## config.mk

```make
export PLATFORM = sky130hd
export DESIGN_NAME = ps2_scan_decoder
export DESIGN_NICKNAME = d
export VERILOG_FILES = /design/src/rtl/ps2_pkg.sv /design/src/rtl/ps2_sync_edge.sv /design/src/rtl/ps2_scan_decoder.sv
export SDC_FILE = /design/constraint.sdc
export NUM_CORES = 1
export LEC_CHECK = 0
export BUFFER_PORTS_ARGS = -buffer_cell sky130_fd_sc_hd__buf_2
export CAP_MARGIN = 40
export CELL_PAD_IN_SITES_DETAIL_PLACEMENT = 0
export CELL_PAD_IN_SITES_GLOBAL_PLACEMENT = 1
export CORE_ASPECT_RATIO = 1.75
export CORE_UTILIZATION = 43
export CTS_BUF_LIST = sky130_fd_sc_hd__clkbuf_16
export DETAILED_ROUTE_END_ITERATION = 10
export GPL_TIMING_DRIVEN = 0
export PLACE_DENSITY = 0.75
export SYNTH_ARGS = -nofsm -noshare
export SYNTH_HDL_FRONTEND = slang
export SYNTH_SLANG_ARGS = --single-unit
```

## constraint.sdc

```tcl
create_clock -name clk -period 2 [get_ports clk]
set_input_delay 0.2 -clock clk [delete_from_list [all_inputs] [get_ports clk]]
set_output_delay 0.2 -clock clk [all_outputs]
set_load 0.02 [all_outputs]
```

## src/rtl/ps2_pkg.sv

```systemverilog
// Shared PS/2 definitions: prefix and key codes, protocol bytes, frame FSM states.
// Imported by the scan decoder and by the downstream coordinate and action decoders.
package ps2_pkg;

  localparam logic [7:0] PS2_EXT = 8'hE0;
  localparam logic [7:0] PS2_BRK = 8'hF0;

  localparam logic [7:0] KEY_UP    = 8'h75;
  localparam logic [7:0] KEY_LEFT  = 8'h6B;
  localparam logic [7:0] KEY_DOWN  = 8'h72;
  localparam logic [7:0] KEY_RIGHT = 8'h74;
  localparam logic [7:0] KEY_ENTER = 8'h5A;
  localparam logic [7:0] KEY_Q     = 8'h15;

  localparam int unsigned PS2_NUM_PROTO = 7;
  localparam logic [7:0] PS2_PROTO_BYTES [PS2_NUM_PROTO] =
    '{8'h00, 8'hAA, 8'hEE, 8'hFA, 8'hFC, 8'hFE, 8'hFF};

  typedef enum logic [1:0] {
    IDLE,
    DATA,
    PARITY,
    STOP
  } ps2_state_e;

  // Keyboard self-test, echo, ack, error and resend bytes are never key codes.
  function automatic logic is_protocol_byte(input logic [7:0] b);
    logic hit;
    hit = 1'b0;
    for (int i = 0; i < PS2_NUM_PROTO; i++) begin
      if (b == PS2_PROTO_BYTES[i]) hit = 1'b1;
    end
    return hit;
  endfunction

endpackage

```

## src/rtl/ps2_sync_edge.sv

```systemverilog
// Synchronizes the raw PS/2 clock and data lines and flags each ps2_clk falling edge,
// capturing the data line in the same cycle the edge is reported.
module ps2_sync_edge #(
  parameter int SYNC_STAGES = 2
) (
  input  logic clk,
  input  logic resetn,
  input  logic ps2_clk,
  input  logic ps2_data,
  output logic clk_fall,
  output logic data_bit
);

  logic [SYNC_STAGES-1:0] clk_sync_q, clk_sync_d;
  logic [SYNC_STAGES-1:0] data_sync_q, data_sync_d;
  logic clk_hist_q, clk_hist_d;
  logic fall_q, fall_d;
  logic data_q, data_d;

  // Idle lines are high, so everything resets to 1 to avoid a phantom edge.
  always_comb begin
    clk_sync_d  = {clk_sync_q[SYNC_STAGES-2:0], ps2_clk};
    data_sync_d = {data_sync_q[SYNC_STAGES-2:0], ps2_data};
    clk_hist_d  = clk_sync_q[SYNC_STAGES-1];
    fall_d      = clk_hist_q & ~clk_sync_q[SYNC_STAGES-1];
    data_d      = fall_d ? data_sync_q[SYNC_STAGES-1] : data_q;
  end

  always_ff @(posedge clk or negedge resetn) begin
    if (!resetn) begin
      clk_sync_q  <= '1;
      data_sync_q <= '1;
      clk_hist_q  <= 1'b1;
      fall_q      <= 1'b0;
      data_q      <= 1'b1;
    end else begin
      clk_sync_q  <= clk_sync_d;
      data_sync_q <= data_sync_d;
      clk_hist_q  <= clk_hist_d;
      fall_q      <= fall_d;
      data_q      <= data_d;
    end
  end

  assign clk_fall = fall_q;
  assign data_bit = data_q;

endmodule

```

## src/rtl/ps2_scan_decoder.sv

```systemverilog
// PS/2 set-2 front end: deframes keyboard bytes, strips E0/F0 prefixes and emits
// one-cycle make-code strobes; break codes and protocol bytes are swallowed.
module ps2_scan_decoder
  import ps2_pkg::*;
#(
  parameter int SYNC_STAGES    = 2,
  parameter int TIMEOUT_CYCLES = 10000
) (
  input  logic       clk,
  input  logic       resetn,
  input  logic       ps2_clk,
  input  logic       ps2_data,
  output logic [7:0] code,
  output logic       extended,
  output logic       valid,
  output logic       frame_err
);

  localparam int TIMER_W = $clog2(TIMEOUT_CYCLES + 1);

  logic fall, data_bit, timeout;

  ps2_state_e state_q, state_d;
  logic [2:0]         bit_cnt_q, bit_cnt_d;
  logic [7:0]         shift_q, shift_d;
  logic               parity_ok_q, parity_ok_d;
  logic [TIMER_W-1:0] timer_q, timer_d;
  logic [7:0]         code_q, code_d;
  logic               ext_q, ext_d;
  logic               valid_q, valid_d;
  logic               frame_err_q, frame_err_d;
  logic               ext_flag_q, ext_flag_d;
  logic               brk_flag_q, brk_flag_d;

  ps2_sync_edge #(
    .SYNC_STAGES(SYNC_STAGES)
  ) u_sync (
    .clk      (clk),
    .resetn   (resetn),
    .ps2_clk  (ps2_clk),
    .ps2_data (ps2_data),
    .clk_fall (fall),
    .data_bit (data_bit)
  );

  // A stalled keyboard clock mid-frame abandons the partial byte.
  assign timeout = (state_q != IDLE) && !fall &&
                   (timer_q == TIMER_W'(TIMEOUT_CYCLES - 1));

  always_ff @(posedge clk or negedge resetn) begin
    if (!resetn) state_q <= IDLE;
    else         state_q <= state_d;
  end

  always_comb begin
    state_d = state_q;
    if (timeout) begin
      state_d = IDLE;
    end else if (fall) begin
      unique case (state_q)
        IDLE:    if (!data_bit) state_d = DATA;
        DATA:    if (bit_cnt_q == 3'd7) state_d = PARITY;
        PARITY:  state_d = STOP;
        STOP:    state_d = IDLE;
        default: state_d = IDLE;
      endcase
    end
  end

  always_comb begin
    bit_cnt_d   = bit_cnt_q;
    shift_d     = shift_q;
    parity_ok_d = parity_ok_q;
    timer_d     = (state_q == IDLE || fall) ? '0 : timer_q + TIMER_W'(1);
    code_d      = code_q;
    ext_d       = ext_q;
    valid_d     = 1'b0;
    frame_err_d = timeout;
    ext_flag_d  = ext_flag_q;
    brk_flag_d  = brk_flag_q;
    if (fall) begin
      unique case (state_q)
        IDLE:   bit_cnt_d = 3'd0;
        DATA: begin
          shift_d   = {data_bit, shift_q[7:1]};
          bit_cnt_d = bit_cnt_q + 3'd1;
        end
        PARITY: parity_ok_d = ^{shift_q, data_bit};
        STOP: begin
          if (data_bit && parity_ok_q) begin
            if (shift_q == PS2_EXT) begin
              ext_flag_d = 1'b1;
            end else if (shift_q == PS2_BRK) begin
              brk_flag_d = 1'b1;
            end else begin
              ext_flag_d = 1'b0;
              brk_flag_d = 1'b0;
              if (!is_protocol_byte(shift_q) && !brk_flag_q) begin
                code_d  = shift_q;
                ext_d   = ext_flag_q;
                valid_d = 1'b1;
              end
            end
          end else begin
            frame_err_d = 1'b1;
          end
        end
        default: ;
      endcase
    end
  end

  always_ff @(posedge clk or negedge resetn) begin
    if (!resetn) begin
      bit_cnt_q   <= 3'd0;
      shift_q     <= 8'd0;
      parity_ok_q <= 1'b0;
      timer_q     <= '0;
      code_q      <= 8'd0;
      ext_q       <= 1'b0;
      valid_q     <= 1'b0;
      frame_err_q <= 1'b0;
      ext_flag_q  <= 1'b0;
      brk_flag_q  <= 1'b0;
    end else begin
      bit_cnt_q   <= bit_cnt_d;
      shift_q     <= shift_d;
      parity_ok_q <= parity_ok_d;
      timer_q     <= timer_d;
      code_q      <= code_d;
      ext_q       <= ext_d;
      valid_q     <= valid_d;
      frame_err_q <= frame_err_d;
      ext_flag_q  <= ext_flag_d;
      brk_flag_q  <= brk_flag_d;
    end
  end

  assign code      = code_q;
  assign extended  = ext_q;
  assign valid     = valid_q;
  assign frame_err = frame_err_q;

endmodule

```

==> flow_results.xml <==
<?xml version="1.0" encoding="UTF-8"?>
<metrics>
  <group name="timing">
    <metric name="post-route-period-util" unit="%">96.9</metric>
    <metric name="setup_slack_of_the_critical_path_after_layout" unit="ns">0.0615</metric>
    <metric name="slew_viol_final" unit="">0</metric>
    <metric name="clock-skew-final" unit="ns">0.00560</metric>
    <metric name="finalSetupViolCount" unit="">0</metric>
    <metric name="hold_violations" unit="">0</metric>
    <metric name="worst_hold_margin" unit="ns">0.00994</metric>
    <metric name="min_period" unit="ns">1.94</metric>
    <metric name="timing.slew.headroom" unit="%">63.5</metric>
    <metric name="worstMarginPinSlew" unit="ns">0.541</metric>
    <metric name="rsz_0062_raised_after_global_routing" unit="">false</metric>
    <metric name="fmaxAchievable" unit="MHz">516</metric>
  </group>
  <group name="worst_setup_path">
    <metric name="cp-start-kind" unit="">flip-flop</metric>
    <metric name="critical_path.cell_chain" unit="">buf_4, nand4_4, a211o_1, a211oi_4, buf_12, mux2_2</metric>
    <metric name="regToRegEndpoint" unit="">code[6]$_DFFE_PN0P_</metric>
    <metric name="setup.worst_path.class" unit="">reg2reg</metric>
    <metric name="critical-path-top-delay-family" unit="">compound AO/OA/AOI/OAI gates</metric>
    <metric name="cp-end-kind" unit="">flip-flop</metric>
    <metric name="worstPathRequired" unit="ns">2.16</metric>
    <metric name="regToRegStartpoint" unit="">u_sync.data_bit$_DFFE_PN1P_</metric>
    <metric name="timing.reg2reg.worst_path_depth" unit="">6</metric>
    <metric name="max_stage_delay" unit="ns">0.51</metric>
    <metric name="timing.critical_path.fanout_max" unit="">10</metric>
    <metric name="cp_num_buf_inv" unit="">2</metric>
    <metric name="data_arrival_time_at_the_worst_slack_endpoint" unit="ns">2.10</metric>
    <metric name="register_to_register_setup_slack" unit="ns">0.06</metric>
    <metric name="cpMaxStageDelayCell" unit="">dfstp_2</metric>
  </group>
  <group name="cts">
    <metric name="cts_htree_levels" unit="">2</metric>
    <metric name="cts.sink_count" unit="">48</metric>
    <metric name="clk_pin_slew_worst_paths" unit="ns">0.06</metric>
    <metric name="number_of_clock_buffers_inserted_by_tritoncts" unit="">5</metric>
    <metric name="ctsRootBufferMaster" unit="">clkbuf_16</metric>
    <metric name="cts_tree" unit="">yes</metric>
    <metric name="worst_skew_pair.late_latency" unit="ns">0.29</metric>
    <metric name="clock_tree.buffer_depth" unit="">2</metric>
  </group>
  <group name="global_route">
    <metric name="antenna_found_initial" unit="">0</metric>
    <metric name="first_pass_grt_wire_length" unit="um">7110</metric>
    <metric name="grt_start_max_net_pins" unit="">30</metric>
    <metric name="grt_util_all_layers" unit="%">16.6</metric>
    <metric name="first_global_vias" unit="">1545</metric>
    <metric name="grt_overflow_total" unit="">0</metric>
  </group>
  <group name="power_and_ir_drop">
    <metric name="vdd.ir_drop.worst" unit="mV">0.731</metric>
    <metric name="power.density" unit="mW/mm^2">1240</metric>
    <metric name="leakagePower" unit="uW">0.00125</metric>
    <metric name="power.total" unit="uW">3210</metric>
  </group>
  <group name="job">
    <metric name="maxCapViolCount" unit="">0</metric>
  </group>
  <group name="drt">
    <metric name="drt-wirelength-per-cell" unit="um">15.0</metric>
    <metric name="drt_drc_violations_left" unit="">0</metric>
    <metric name="post_drt_via_cell_ratio" unit="">5.44</metric>
    <metric name="dr.first_iter.drc_count" unit="">9</metric>
    <metric name="drt_wl_total" unit="um">3940</metric>
    <metric name="antenna_violating_nets_post_route" unit="">0</metric>
    <metric name="vias" unit="">1432</metric>
    <metric name="drtPass1Iterations" unit="">4</metric>
  </group>
  <group name="floorplanning">
    <metric name="fp.dieW" unit="um">56.2</metric>
    <metric name="core" unit="mm^2">0.00493</metric>
    <metric name="floorplan.rows" unit="">34</metric>
    <metric name="die-height" unit="um">96.8</metric>
    <metric name="initial_core_util" unit="%">44.7</metric>
    <metric name="ios" unit="">15</metric>
    <metric name="floorplan.die_area" unit="mm^2">0.00543</metric>
  </group>
  <group name="logic_synthesis">
    <metric name="synth_nets" unit="">195</metric>
    <metric name="avgSynthCellArea" unit="um^2">12.0</metric>
    <metric name="post-synth-top-area-cell" unit="">dfrtp_1</metric>
    <metric name="synthMostInstantiatedCell" unit="">dfrtp_1</metric>
    <metric name="synth_largest_type_area_fraction" unit="%">47.6</metric>
    <metric name="portion_of_the_post_synthesis_area_used_by_sequential_elements" unit="%">54.8</metric>
    <metric name="synth.cell_area" unit="mm^2">0.00221</metric>
    <metric name="post_synth_num_cell_types" unit="">38</metric>
    <metric name="synth_top_cells_by_count" unit="">dfrtp_1, mux2_2, nor2_1, nand2_1, xor2_1</metric>
    <metric name="synth_edf_count" unit="">0</metric>
    <metric name="postSynth.topFlopCell" unit="">dfrtp_1</metric>
    <metric name="yosys_register_bits" unit="">48</metric>
    <metric name="synth_async_sr_flop_share" unit="%">100</metric>
    <metric name="netlist_instances" unit="">184</metric>
    <metric name="synth_area_leaders" unit="">dfrtp_1, mux2_2, dfstp_2</metric>
    <metric name="yosysWarnings" unit="">0</metric>
  </group>
  <group name="placed_design">
    <metric name="place_congestion" unit="">0.770</metric>
    <metric name="pre_cts_slack" unit="ns">-0.248</metric>
    <metric name="place.port_buffers" unit="">14</metric>
    <metric name="dpl-instance-area" unit="mm^2">0.00236</metric>
    <metric name="hpwlAfterDp" unit="um">2880</metric>
  </group>
  <group name="cells_and_area">
    <metric name="layout-drive-gt1-share" unit="%">29.2</metric>
    <metric name="final-seq-area" unit="mm^2">0.00121</metric>
    <metric name="synthToLayoutAreaGrowth" unit="%">17.0</metric>
    <metric name="finish.instance_area" unit="mm^2">0.00258</metric>
    <metric name="fill_cells" unit="">447</metric>
    <metric name="insertedDiodeCount" unit="">0</metric>
    <metric name="nets" unit="">219</metric>
    <metric name="post-route-util" unit="%">52.3</metric>
    <metric name="multi_input_comb_area" unit="um^2">946</metric>
  </group>
  <group name="hold_path">
    <metric name="worst_hold_startpoint" unit="">ps2_clk</metric>
    <metric name="min_delay_worst_endpoint" unit="">u_sync.clk_sync_q[0]$_DFF_PN1_</metric>
    <metric name="hold_path.class" unit="">in2reg</metric>
    <metric name="worst_hold_path.num_cells" unit="">1</metric>
  </group>
  <group name="status">
    <metric name="run_status" unit="">finished clean</metric>
  </group>
</metrics>
-- layer usage --
metal | global-route usage (%) | up-vias | part of all wire, %
li1 | - | 697 | -
met5 | 0 | - | 0
met4 | 6.75 | 0 | 2.0
met2 | 31.6 | 17 | 57
met1 | 17.4 | 711 | 39
met3 | 2.81 | 7 | 1.9
-- cell type report --
type | count | share of cell area [%]
clock buffers | 5 | 4.84
flip-flops and latches | 48 | 46.9
repair buffers | 18 | 4.94
multi-input cells | 122 | 36.6
well taps | 54 | 2.62
clock inverters | 3 | 1.65
inverters | 5 | 0.727
plain buffers | 8 | 1.74
-- logic make-up after synthesis --
logic type	count (synthesis)	synth area share, %
buf+inv	14	3.06
fa+ha+maj	7	3.97
mux	19	9.64
compound gates	23	7.43
simple gates	57	14.2
xor+xnor	16	6.97
flops	48	54.8
-- placed cells by master (no fill, tap or decap), types with 2 or more instances in the layout --
cell	instances
buf_12	2
a32o_1	2
inv_1	5
nor2_1	15
buf_4	4
clkbuf_16	5
xor2_1	10
nor4_1	2
nand3_1	5
dfstp_2	6
o211ai_1	2
xnor2_1	5
clkbuf_1	2
nor2b_1	2
mux2_2	18
nand2_1	11
buf_2	16
o21ai_0	8
nand4_1	6
ha_1	7
and3_1	4
dfrtp_1	41
a21oi_1	5
or3_1	4
-- how the worst max path moves through the flow --
stage / cells past startpoint / end / from
after floorplan: 5 / code[0]$_DFFE_PN0P_ / u_sync.data_bit$_DFFE_PN1P_
after global placement: 6 / state_q[1]$_DFFE_PN0P_ / state_q[0]$_DFFE_PN0P_
after detailed placement: 6 / state_q[1]$_DFFE_PN0P_ / state_q[0]$_DFFE_PN0P_
after CTS: 6 / state_q[1]$_DFFE_PN0P_ / state_q[0]$_DFFE_PN0P_
after global routing: 6 / code[6]$_DFFE_PN0P_ / u_sync.data_bit$_DFFE_PN1P_
final: 6 / code[6]$_DFFE_PN0P_ / u_sync.data_bit$_DFFE_PN1P_
-- power by group --
part,switching [uW],leakage [uW],total [uW],internal (uW)
logic,504,0.000533,951,446
clock network,339,0.0000814,926,587
registers,171,0.000630,1330,1160
-- registers in the layout, summed over array words and instances, names as in the netlist --
signal / cells
u_sync.clk_hist_q: 1
frame_err: 1
shift_q: 8
u_sync.clk_sync_q: 2
valid: 1
parity_ok_q: 1
u_sync.data_bit: 1
timer_q: 14
u_sync.data_sync_q: 2
brk_flag_q: 1
u_sync.clk_fall: 1
code: 8
extended: 1
bit_cnt_q: 3
ext_flag_q: 1
state_q: 2
-- stage by stage --
stage / instances / setup TNS (ns)
after CTS: 263 / 0
after global placement: 252 / -1.15
after detailed placement: 253 / -1.77
after global routing: 263 / 0
final: 263 / 0
after floorplan: 184 / 0
-- repair_timing --
action | in CTS | in global routing
pin swaps | 1 | 1
gates resized for setup | 2 | 1
endpoints found under the setup margin | 12 | 6
setup buffers | 1 | 1
endpoints found under the hold margin | 19 | 0
hold buffers | 1 | 0
Note: power is estimated with default switching activity, not from simulation.
